==> src/rtl/n_bit_adder.sv <==
// Unsigned ripple-carry adder: {Cout,Sum} = A + B + Cin, built from per-bit full-adder cells.
// Latency: one cycle. Operands sampled at rising clk, result held until the next edge.
// Backpressure: none. The block accepts a new operand set every cycle and has no stall path.

// Single-bit full adder, the unit cell of the carry chain.
module full_adder_cell (
    input  logic a,
    input  logic b,
    input  logic ci,
    output logic s,
    output logic co
);

    logic half_sum;

    // Propagate term is shared between the sum and the carry-out.
    assign half_sum = a ^ b;
    assign s        = half_sum ^ ci;
    assign co       = (a & b) | (ci & half_sum);

endmodule

module n_bit_adder #(
    parameter int Width = 8
) (
    input  logic             clk,
    input  logic             rst_n,
    input  logic [Width-1:0] A,
    input  logic [Width-1:0] B,
    input  logic             Cin,
    output logic [Width-1:0] Sum,
    output logic             Cout
);

    // carry[i] is the carry into bit i; carry[Width] is the final carry-out.
    logic [Width:0]   carry;
    logic [Width-1:0] sum_next;

    assign carry[0] = Cin;

    // One full-adder cell per bit, chained through the carry vector.
    for (genvar i = 0; i < Width; i++) begin : g_chain
        full_adder_cell u_fa (
            .a  (A[i]),
            .b  (B[i]),
            .ci (carry[i]),
            .s  (sum_next[i]),
            .co (carry[i+1])
        );
    end

    // Capture the chain result every cycle; reset clears outputs immediately.
    always_ff @(posedge clk or negedge rst_n) begin
        if (!rst_n) begin
            Sum  <= '0;
            Cout <= 1'b0;
        end else begin
            Sum  <= sum_next;
            Cout <= carry[Width];
        end
    end

endmodule

==> config.mk <==
export PLATFORM = sky130hd
export DESIGN_NAME = n_bit_adder
export DESIGN_NICKNAME = d
export VERILOG_FILES = /design/src/rtl/n_bit_adder.sv
export SDC_FILE = /design/constraint.sdc
export NUM_CORES = 1
export LEC_CHECK = 0
export ABC_AREA = 1
export BUFFER_PORTS_ARGS = -buffer_cell sky130_fd_sc_hd__buf_4
export CORE_MARGIN = 1.5
export CORE_UTILIZATION = 30
export CTS_CLUSTER_DIAMETER = 50
export DETAILED_ROUTE_END_ITERATION = 16
export PLACE_DENSITY_LB_ADDON = 0.25
export SYNTH_ARGS = -nofsm -noshare
export SYNTH_HDL_FRONTEND = slang
export SYNTH_SLANG_ARGS = --single-unit
==> constraint.sdc <==
create_clock -name clk -period 0.8 [get_ports clk]
set_input_delay 0 -clock clk [delete_from_list [all_inputs] [get_ports clk]]
set_output_delay 0 -clock clk [all_outputs]
set_load 0.01 [all_outputs]
==> results of run 1 <==
[per-stage QoR]
step,setup TNS [ns],hold slack (ns),util (%),cell area [um^2]
after floorplan,-9.33,-0.296,-,458
after global placement,-10.95,-0.172,52.2,679
after detailed placement,-11.03,-0.172,52.2,679
after CTS,-8.56,0.0388,56.3,733
after global routing,-9.01,0.0413,56.3,733
final,-8.55,0.0458,56.3,733
[cells in the mapped netlist]
library cell  count  area [um^2]
fa_1              8          160
inv_1            10         37.5
dfrtp_1           9          225
[kinds of logic (layout without fill, tap and decap cells)]
group	after synthesis	count (layout)	share of synthesized area [%]
buffers and inverters	10	42	8.88
flip-flops	9	9	53.3
adder cells (fa/ha/maj)	8	8	37.9
[layout make-up]
class	count	area (um^2)	share of cell area [%]
repair buffers	28	228	31.1
flip-flops and latches	9	225	30.7
multi-input cells	8	180	24.6
inverters	10	55.1	7.51
clock buffers	4	26.3	3.58
well taps	15	18.8	2.56
[worst min-delay path by stage]
stage | to | slack (ns) | cells after the start
floorplan | Cout | -0.30 | 0
detailed placement | Sum[0] | -0.17 | 1
CTS | Sum[1] | 0.04 | 2
global route | Sum[6] | 0.04 | 2
finish | Sum[1] | 0.05 | 2
global placement | Sum[0] | -0.17 | 1
[timing repair]
| action | 4_1_cts | 5_1_grt |
|---|---|---|
| setup endpoints to repair | 8 | 8 |
| resized for setup | 5 | 1 |
| endpoints found under the hold margin | 9 | 0 |
| hold buffers | 1 | 0 |
[cells in the final DEF (no fill, tap or decap)]
cell type | netlist | final
buf_4 | 0 | 24
buf_6 | 0 | 2
buf_8 | 0 | 1
clkbuf_1 | 0 | 1
clkbuf_4 | 0 | 3
dfrtp_1 | 9 | 9
dlygate4sd3_1 | 0 | 1
fa_2 | 0 | 8
inv_1 | 10 | 4
inv_12 | 0 | 1
inv_2 | 0 | 4
inv_6 | 0 | 1
[flip-flops by register name, summed over array words and instances, names as in the netlist]
name and flops:
Cout 1, Sum 8
[power by group through the flow]
stage | clock, mW | sequential [mW] | combinational (mW)
after floorplan | 0 | 0.612 | 0.0914
after global placement | 0 | 0.568 | 0.375
after detailed placement | 0 | 0.572 | 0.380
after CTS | 0.348 | 0.563 | 0.393
after global routing | 0.371 | 0.569 | 0.440
final | 0.334 | 0.560 | 0.389
[routing by layer]
layer / GRT usage [%] / share of wire (%) / wire (um) / vias to the layer above
met5: 0 / 0 / 0 / -
met4: 10.0 / 2.5 / 19 / 0
met3: 1.67 / 9.5 / 71 / 2
met2: 19.8 / 58 / 432 / 18
met1: 11.8 / 30 / 225 / 141
li1: - / - / - / 134
==> impl_summary.md, run 1 <==
Placed design
Routability-driven placement finished with a final weighted congestion of approximately 0.64. The instance count after placement with tap cells included is 69. The HPWL after detailed placement is around 630 um. Timing analysis after detailed placement gives a worst setup slack of -2.29 ns. Buffers placed on the I/O ports in this run total 27.

Critical path
Tracing the worst setup path back leads to its startpoint at A[0]. The cell that appears most often on the critical path is fa_2. Together, buffers and inverters on the worst path number 5. Of all nets on the critical path, the largest fanout is 1. On the critical path, the stage with the largest delay is an instance of fa_2. The biggest cell delay along the critical path is 0.43 ns.

Traced cell by cell, the critical path runs through buf_8, inv_12, fa_2, inv_2, fa_2, fa_2, fa_2, fa_2, fa_2, fa_2, inv_2, fa_2, inv_2. The startpoint kind of the worst setup timing path is a primary input. The logic depth of the worst setup path including buffers is 13. The critical path is of the primary input to flip-flop type. The critical path ends at Sum[7].

Data on the critical path arrives at its endpoint at 3.00 ns. Data on the critical path is required at its endpoint by 0.99 ns. In this design, the largest share of critical-path delay is due to adder cells. The critical path endpoint category is a flip-flop.

Flow run
The max-cap violation count is 0.

Layout
The number of antenna diodes in the final layout is 0. The layout filler cell count is about 120. Once layout is complete, the cells apart from fillers number 74. The post-route netlist has 74.6% of its cells at a drive strength greater than 1. Relative to the synthesized area, the layout overhead comes to 73.4%. After the last flow step, the layout net total stands at a little under 90.

Floorplanning
The I/O pin count is 28. The floorplan step defined a die boundary enclosing 1640 um^2. The horizontal die dimension is 40.5 um. The area of the placeable core is 1300 um^2.

The initial utilization of the core area, before any placement, comes to between 30% and 40%. The die is 40.5 um tall. The number of placement rows is 13.

Pwr
For this design the static power due to leakage is approximately 0.36 nW. The peak ir drop on the vdd network is a little over 0.9 mV. The power per cell area is 1750 nW/um^2.

The part of the total power dissipated in sequential elements is between 40% and 50%. The overall power consumption is between 1 and 1.5 mW. Internal power comes to approximately 0.95 mW. The switching power of the nets is between 0.3 and 0.4 mW.

The proportion of total power due to net switching is 25.9%. The share of power burned in the clock network is between 20% and 30%. The combinational share of power is a little under a third.

Drt
Once detail routing completed, the nets flagged for antenna violations numbered 0. The routed via count divided by cell count is ~4.0. The number of iterations in the first detailed-routing pass is 1. The total wire length is between 700 and 800 um.

Summing over every cut layer, the via total after detailed routing is approximately 300. The total DRC errors in the routed layout is 0. The first-iteration detailed-routing DRC count is 0. In the final routed layout, each cell accounts on average for approximately 10 um.

Global route
Entering global routing, the biggest net connects 10 pins. For this run, the total global-route usage over all layers was measured as ~11%. The initial antenna violation count is 0. The via count of the first global-routing pass was 316. The first global-routing pass estimated roughly 1200 um of wire. The overflow left after global routing is 0.

STA
Subtracting the final worst setup slack from the clock period gives around 2.8 ns. The maximum operating frequency is between 300 and 400 MHz. The final critical path takes up 351% of the cycle. For the pin with the worst max-slew slack, the measured transition is 0.118 ns. The final setup slack of the worst path is -2.01 ns. Setup repair after global routing could not meet its margin everywhere.

The final number of max-transition violations is 0. In this run the tightest slew margin relative to its limit is 92.1%. The number of failing hold endpoints at the final stage is 0. Setup violations remaining at the end of the flow were counted as 8.

Worst hold path
The path class of the lowest-slack min-delay path is primary input to flip-flop. The source of the worst hold timing path is B[1].

Yosys
The netlist uses 3 different library cells. The mapped netlist covers between 400 and 500 um^2. The fraction of the yosys area taken by sequential cells is roughly 53%.

After synthesis the netlist holds a flip-flop and latch count of 9. The average cell area after synthesis is roughly 16 um^2. The number of instances in the synthesized netlist is 27. The Yosys step of the flow raised 0 warnings. Counting every net in the synthesized netlist gives 54.

Clocking
The clock net in this run drives a total of 9 sinks. The maximum buffer depth of the clock tree is 2. The level count of the clock H-tree is 1. The CTS tree is built. The post-CTS setup buffer count is 0. The total CTS buffers is 3. After clock tree synthesis, the clock-pin slew on the worst setup and hold paths is around 0.06 ns. The root buffer selected by CTS is clkbuf_4.

Outcome
The flow ran to the end, but the final reports show violations. The final reports fail on setup timing.
Power figures use the tool's default switching activity.
==> run 2, diff against run 1 <==
--- a/config.mk
+++ b/config.mk
@@ -12,6 +12,7 @@
 export CTS_CLUSTER_DIAMETER = 50
 export DETAILED_ROUTE_END_ITERATION = 16
 export PLACE_DENSITY_LB_ADDON = 0.25
+export SKIP_LAST_GASP = 1
 export SYNTH_ARGS = -nofsm -noshare
 export SYNTH_HDL_FRONTEND = slang
 export SYNTH_SLANG_ARGS = --single-unit
==> impl_summary.md, run 2 (synthesized netlist as in run 1, its figures left out) <==
Outcome
The run finished, with violations left. The checks that failed: setup timing.

STA
The maximum operating frequency is 356 MHz (about the same). The final number of max-transition violations is 0 (unchanged). The final number of setup-violating endpoints was 8 (unchanged). The number of failing hold endpoints at the final stage is 0 (unchanged). The final setup slack of the worst path was -2.01 ns (-0.00111 ns). The slew of the pin with the lowest slew margin is 0.118 ns (unchanged).

Setup repair after global routing could not meet its margin everywhere. The aggregate negative setup slack came to -8.55 ns (-0.00111 ns). The post-route minimum period is 2.81 ns (+0.00111 ns).

The share of the cycle needed by the critical path after routing came to 351% (about the same). The worst max-slew margin expressed relative to the limit came to 92.1% (unchanged). The hold slack is 0.0458 ns (unchanged).

Floorplanning
The die height is 40.5 um (unchanged). The starting utilization of the core area is 32.5% (unchanged). The area of the placeable core is 1300 um^2 (unchanged).

The I/O pin count was 28 (unchanged). The die area is 1640 um^2 (unchanged). The horizontal die dimension is 40.5 um (unchanged).

The number of placement rows came to 13 (unchanged).

Pwr
The leakage power figure is 0.362 nW (+0.30%). The peak ir drop on the vdd network is 0.911 mV (about the same). The overall power consumption is 1.28 mW (-0.30%).

The power per cell area was 1750 nW/um^2 (-0.30%).

Layout
The ratio of cells with drive above 1 in the final layout is 72.9% (-1.7 points). The end-of-flow core utilization is 56.3% (unchanged). The flip-flop count of the largest register after layout is 8 (unchanged). The non-filler instance count after layout is 74 (unchanged). Leaving out fill and tap cells, the most frequent cell in the layout is buf_4. The net count reported at finish was 87 (unchanged). The layout overhead on the synthesized area is 73.4% (unchanged). The layout filler cell count is 119 (unchanged). Sum holds more flip-flops than any other register. In the layout the commonest cells are 24 x buf_4, 9 x dfrtp_1, 8 x fa_2. The final cell area excluding filler cells is 733 um^2 (unchanged). The antenna diode instance count is 0 (unchanged). The largest registers in the layout are Sum: 8 flops, Cout: 1 flops.

Critical path
The critical path endpoint category is a flip-flop. The worst path arrival time came to 3.00 ns (about the same). The critical path start-end classification is primary input to flip-flop. The maximum fanout encountered on the critical timing path was 1 (unchanged). The startpoint kind of the worst setup timing path is a primary input. The required time at the worst-slack endpoint was 0.99 ns (about the same).

Global route
The pin count of the biggest net entering global routing is 10 (unchanged). The via count of the first global-routing pass is 316 (unchanged). The first-pass GRT wire length is 1170 um (unchanged). The initial antenna violation count is 0 (unchanged). The all-layer global routing usage was 11.5% (unchanged). The overflow left after global routing is 0 (unchanged).

Clocking
The maximum buffer depth of the clock tree was 2 (unchanged). The clock-pin slew reported for the worst setup and hold paths after clock tree synthesis came to 0.06 ns (about the same). TritonCTS built the clock tree.

The post-CTS setup buffer count came to 0 (unchanged). The total CTS buffers is 3 (unchanged). The number of sinks handled by clock tree synthesis was 9 (unchanged).

The level count of the clock H-tree is 1 (unchanged). The root buffer selected by CTS is clkbuf_4.

Drt
The average detailed-routed wire length per instance was 10.1 um (unchanged). The first-iteration detailed-routing DRC count was 0 (unchanged). The post-route antenna net violation count is 0 (unchanged).

The total wire length is 748 um (unchanged). The total vias in the final route came to 295 (unchanged). The number of iterations in the first detailed-routing pass is 1 (unchanged). The routed via count divided by cell count is 3.99 (unchanged).

The total DRC errors in the routed layout is 0 (unchanged).

Placed design
The post-place instance area is 679 um^2 (unchanged). The worst setup slack after placement is -2.29 ns (unchanged). The number of port buffers was 27 (unchanged). The HPWL after detailed placement was 631 um (unchanged). The instance count after placement with tap cells included is 69 (unchanged).

The routability-driven placement congestion ratio came to 0.641 (unchanged).

Flow run
The max-cap violation count was 0 (unchanged).

Worst hold path
The tightest min-delay check is of the primary input to flip-flop type.
-- run 2: cell counts in the layout (fill, tap and decap cells not counted) --
No cell type changed its count.
-- run 2: worst paths after layout --
path | startpoint | endpoint | slack (ns) | depth (start not counted)
max | A[0] | Sum[7] | -2.01 | 13
min | B[1] | Sum[1] | 0.05 | 2
max in group asynchronous | rst_n | Sum[5] | 0.56 | 2
min in group asynchronous | rst_n | Sum[1] | 0.11 | 2
-- run 2: area by class of cell --
class / instances / area, um^2 / area share, %
inverters: 10 / 55.1 / 7.51
multi-input cells: 8 / 180 / 24.6
clock buffers: 4 / 26.3 / 3.58
repair buffers: 28 / 228 / 31.1
flip-flops and latches: 9 / 225 / 30.7
well taps: 15 / 18.8 / 2.56
-- run 2: metal layers --
metal / vias up / routed length [um] / GRT usage, %
met4: 0 / 19 / 10.0
met1: 141 / 224 / 11.8
met2: 18 / 432 / 19.8
li1: 134 / - / -
met3: 2 / 71 / 1.67
met5: - / 0 / 0
-- run 2: worst max-delay path, stage by stage --
cell and delay, ns:
buf_8 0.11, inv_12 0.04, fa_2 0.19, inv_2 0.04, fa_2 0.34, fa_2 0.36
fa_2 0.35, fa_2 0.35, fa_2 0.35, fa_2 0.34, inv_2 0.06, fa_2 0.42
inv_1 0.06
-- run 2: power by group --
| group | internal (mW) | switching (mW) |
|---|---|---|
| Clock | 0.191 | 0.143 |
| Sequential | 0.537 | 0.0235 |
| Combinational | 0.222 | 0.163 |
-- run 2: what timing repair did --
item	CTS	global route
gates resized for setup	5	0
hold buffers	1	0
endpoints found under the hold margin	9	0
setup endpoints to repair	8	8
pin swaps	0	0
==> run 3, diff against run 2 <==
--- a/config.mk
+++ b/config.mk
@@ -7,10 +7,10 @@
 export LEC_CHECK = 0
 export ABC_AREA = 1
 export BUFFER_PORTS_ARGS = -buffer_cell sky130_fd_sc_hd__buf_4
-export CORE_MARGIN = 1.5
-export CORE_UTILIZATION = 30
+export CORE_AREA = 2 2 39 41
 export CTS_CLUSTER_DIAMETER = 50
 export DETAILED_ROUTE_END_ITERATION = 16
+export DIE_AREA = 0 0 41 43
 export PLACE_DENSITY_LB_ADDON = 0.25
 export SKIP_LAST_GASP = 1
 export SYNTH_ARGS = -nofsm -noshare
==> impl_summary.md, run 3 (synthesized netlist as in run 1, its figures left out) <==
Floorplanning
The horizontal die dimension is 41 um (+1.1%). The starting utilization of the core area was 30.6% (-1.9 points). The area of the placeable core is 1380 um^2 (+6.3%). The die area is 1760 um^2 (+7.2%). The die height was 43 um (+6.1%). The I/O pin count is 28 (unchanged). The number of placement rows was 14 (+1).

Drt
The first-iteration detailed-routing DRC count is 0 (unchanged). The average detailed-routed wire length per instance is 9.71 um (-4.0%). The total wire length is 728 um (-2.7%). The post-route antenna net violation count is 0 (unchanged).

The total DRC errors in the routed layout came to 0 (unchanged). The total vias in the final route is 288 (-2.4%). The routed via count divided by cell count came to 3.84 (-3.7%). The number of iterations in the first detailed-routing pass is 1 (unchanged).

Clocking
The total CTS buffers is 3 (unchanged). The maximum buffer depth of the clock tree came to 2 (unchanged). The number of sinks handled by clock tree synthesis came to 9 (unchanged). The tree is rooted in a clkbuf_4. The level count of the clock H-tree is 1 (unchanged). The post-CTS setup buffer count is 0 (unchanged). The CTS tree is built.

The clock-pin slew reported for the worst setup and hold paths after clock tree synthesis is 0.06 ns (about the same).

Layout
In the layout the commonest cells are 24 x buf_4, 9 x dfrtp_1, 8 x fa_2. The most common library cell in the layout ignoring fill and taps is buf_4. The final cell area excluding filler cells is 734 um^2 (+0.17%). The net count reported at finish is 87 (unchanged). The layout filler cell count is 131 (+10%).

The ratio of cells with drive above 1 in the final layout is 74.6% (+1.7 points). The layout overhead on the synthesized area is 73.7%. The end-of-flow core utilization is 53.1% (-3.3 points).

Counting flops per register, the top entry is Sum. The antenna diode instance count is 0 (unchanged). The flip-flop count of the largest register after layout is 8 (unchanged).

In the final layout, the registers with the most flip-flops are Sum: 8 flops, Cout: 1 flops.

Global route
The pin count of the biggest net entering global routing came to 10 (unchanged). The all-layer global routing usage is 9.47% (-2.0 points). The first-pass GRT wire length is 1100 um (-5.9%). The overflow left after global routing is 0 (unchanged).

The initial antenna violation count is 0 (unchanged). The via count of the first global-routing pass is 313 (-0.95%).

STA
The final setup slack of the worst path was -1.99 ns (+0.0139 ns). Setup repair after global routing could not meet its margin everywhere. The number of failing hold endpoints at the final stage came to 0 (unchanged).

The maximum operating frequency is 358 MHz (+0.50%). The slew of the pin with the lowest slew margin was 0.118 ns (-0.000778 ns). The worst max-slew margin expressed relative to the limit is 92.2% (about the same). The final number of max-transition violations is 0 (unchanged). The final number of setup-violating endpoints is 8 (unchanged). The post-route minimum period came to 2.79 ns (-0.0139 ns). The hold slack was 0.0474 ns (+0.00162 ns). The share of the cycle needed by the critical path after routing is 349% (-1.7 points).

Pwr
The leakage power figure is 0.361 nW (-0.30%). The peak ir drop on the vdd network was 0.918 mV (+0.69%). The overall power consumption is 1.28 mW (about the same). The power per cell area was 1740 nW/um^2 (-0.17%).

Placed design
The number of port buffers is 27 (unchanged). The routability-driven placement congestion ratio is 0.540 (-16%). The post-place instance area is 681 um^2 (+0.18%). The HPWL after detailed placement is 626 um (-0.84%).

The worst setup slack after placement came to -2.28 ns (+0.0148 ns).

Critical path
The worst path arrival time is 2.99 ns (about the same). The required time at the worst-slack endpoint is 0.99 ns (about the same). The critical path is of the primary input to flip-flop type. STA classifies the critical path startpoint as a primary input. STA classifies the critical path endpoint as a flip-flop.

The maximum fanout encountered on the critical timing path came to 1 (unchanged).

Outcome
The flow ran to the end, but the final reports show violations. The checks that failed: setup timing.

Worst hold path
The path class of the lowest-slack min-delay path is primary input to flip-flop.

Flow run
The max-cap violation count is 0 (unchanged).
-- run 3: timing repair --
item	4_1_cts	5_1_grt
hold buffers	1	0
pin swaps	0	0
endpoints found under the setup margin	8	8
resized for setup	4	2
endpoints found under the hold margin	9	0
-- run 3: path summary, 6_finish.rpt --
check                       from     end  slack [ns]  depth (start not counted)
setup / recovery            A[0]  Sum[7]       -1.99                         13
hold / removal              B[5]  Sum[5]        0.05                          2
max in group asynchronous  rst_n  Sum[3]        0.55                          2
min in group asynchronous  rst_n  Sum[0]        0.12                          2
-- run 3: power breakdown --
group	total [mW]	switching, mW	internal (mW)
registers	0.558	0.0208	0.537
logic	0.391	0.167	0.224
clock network	0.331	0.140	0.191
total	1.28	0.328	0.952
-- run 3: metal layers --
layer / vias to the layer above / routed length (um) / global-route usage (%)
met5: - / 0 / 0
met3: 0 / 82 / 0
li1: 135 / - / -
met4: 0 / 0 / 8.00
met2: 19 / 433 / 16.6
met1: 134 / 213 / 9.44
-- run 3: through the flow --
stage | TNS, ns | instances
3_3_place_gp | -10.97 | 70
2_1_floorplan | -9.33 | 27
6_report | -8.49 | 75
5_1_grt | -8.95 | 75
4_1_cts | -8.53 | 75
3_5_place_dp | -11.00 | 70
-- run 3: final cells by class --
| class | instances | area [um^2] | area share (%) |
|---|---|---|---|
| clock buffers | 4 | 26.3 | 3.58 |
| multi-input cells | 8 | 180 | 24.5 |
| inverters | 10 | 55.1 | 7.50 |
| repair buffers | 28 | 228 | 31.0 |
| flip-flops and latches | 9 | 225 | 30.7 |
| well taps | 16 | 20.0 | 2.73 |
-- run 3: worst max-delay path, cell delays in order --
cell and delay (ns):
buf_8 0.11, inv_12 0.04, fa_2 0.18, inv_2 0.03, fa_2 0.34, fa_2 0.36
fa_2 0.34, fa_2 0.34, fa_2 0.35, fa_2 0.34, inv_2 0.06, fa_2 0.42
inv_1 0.06
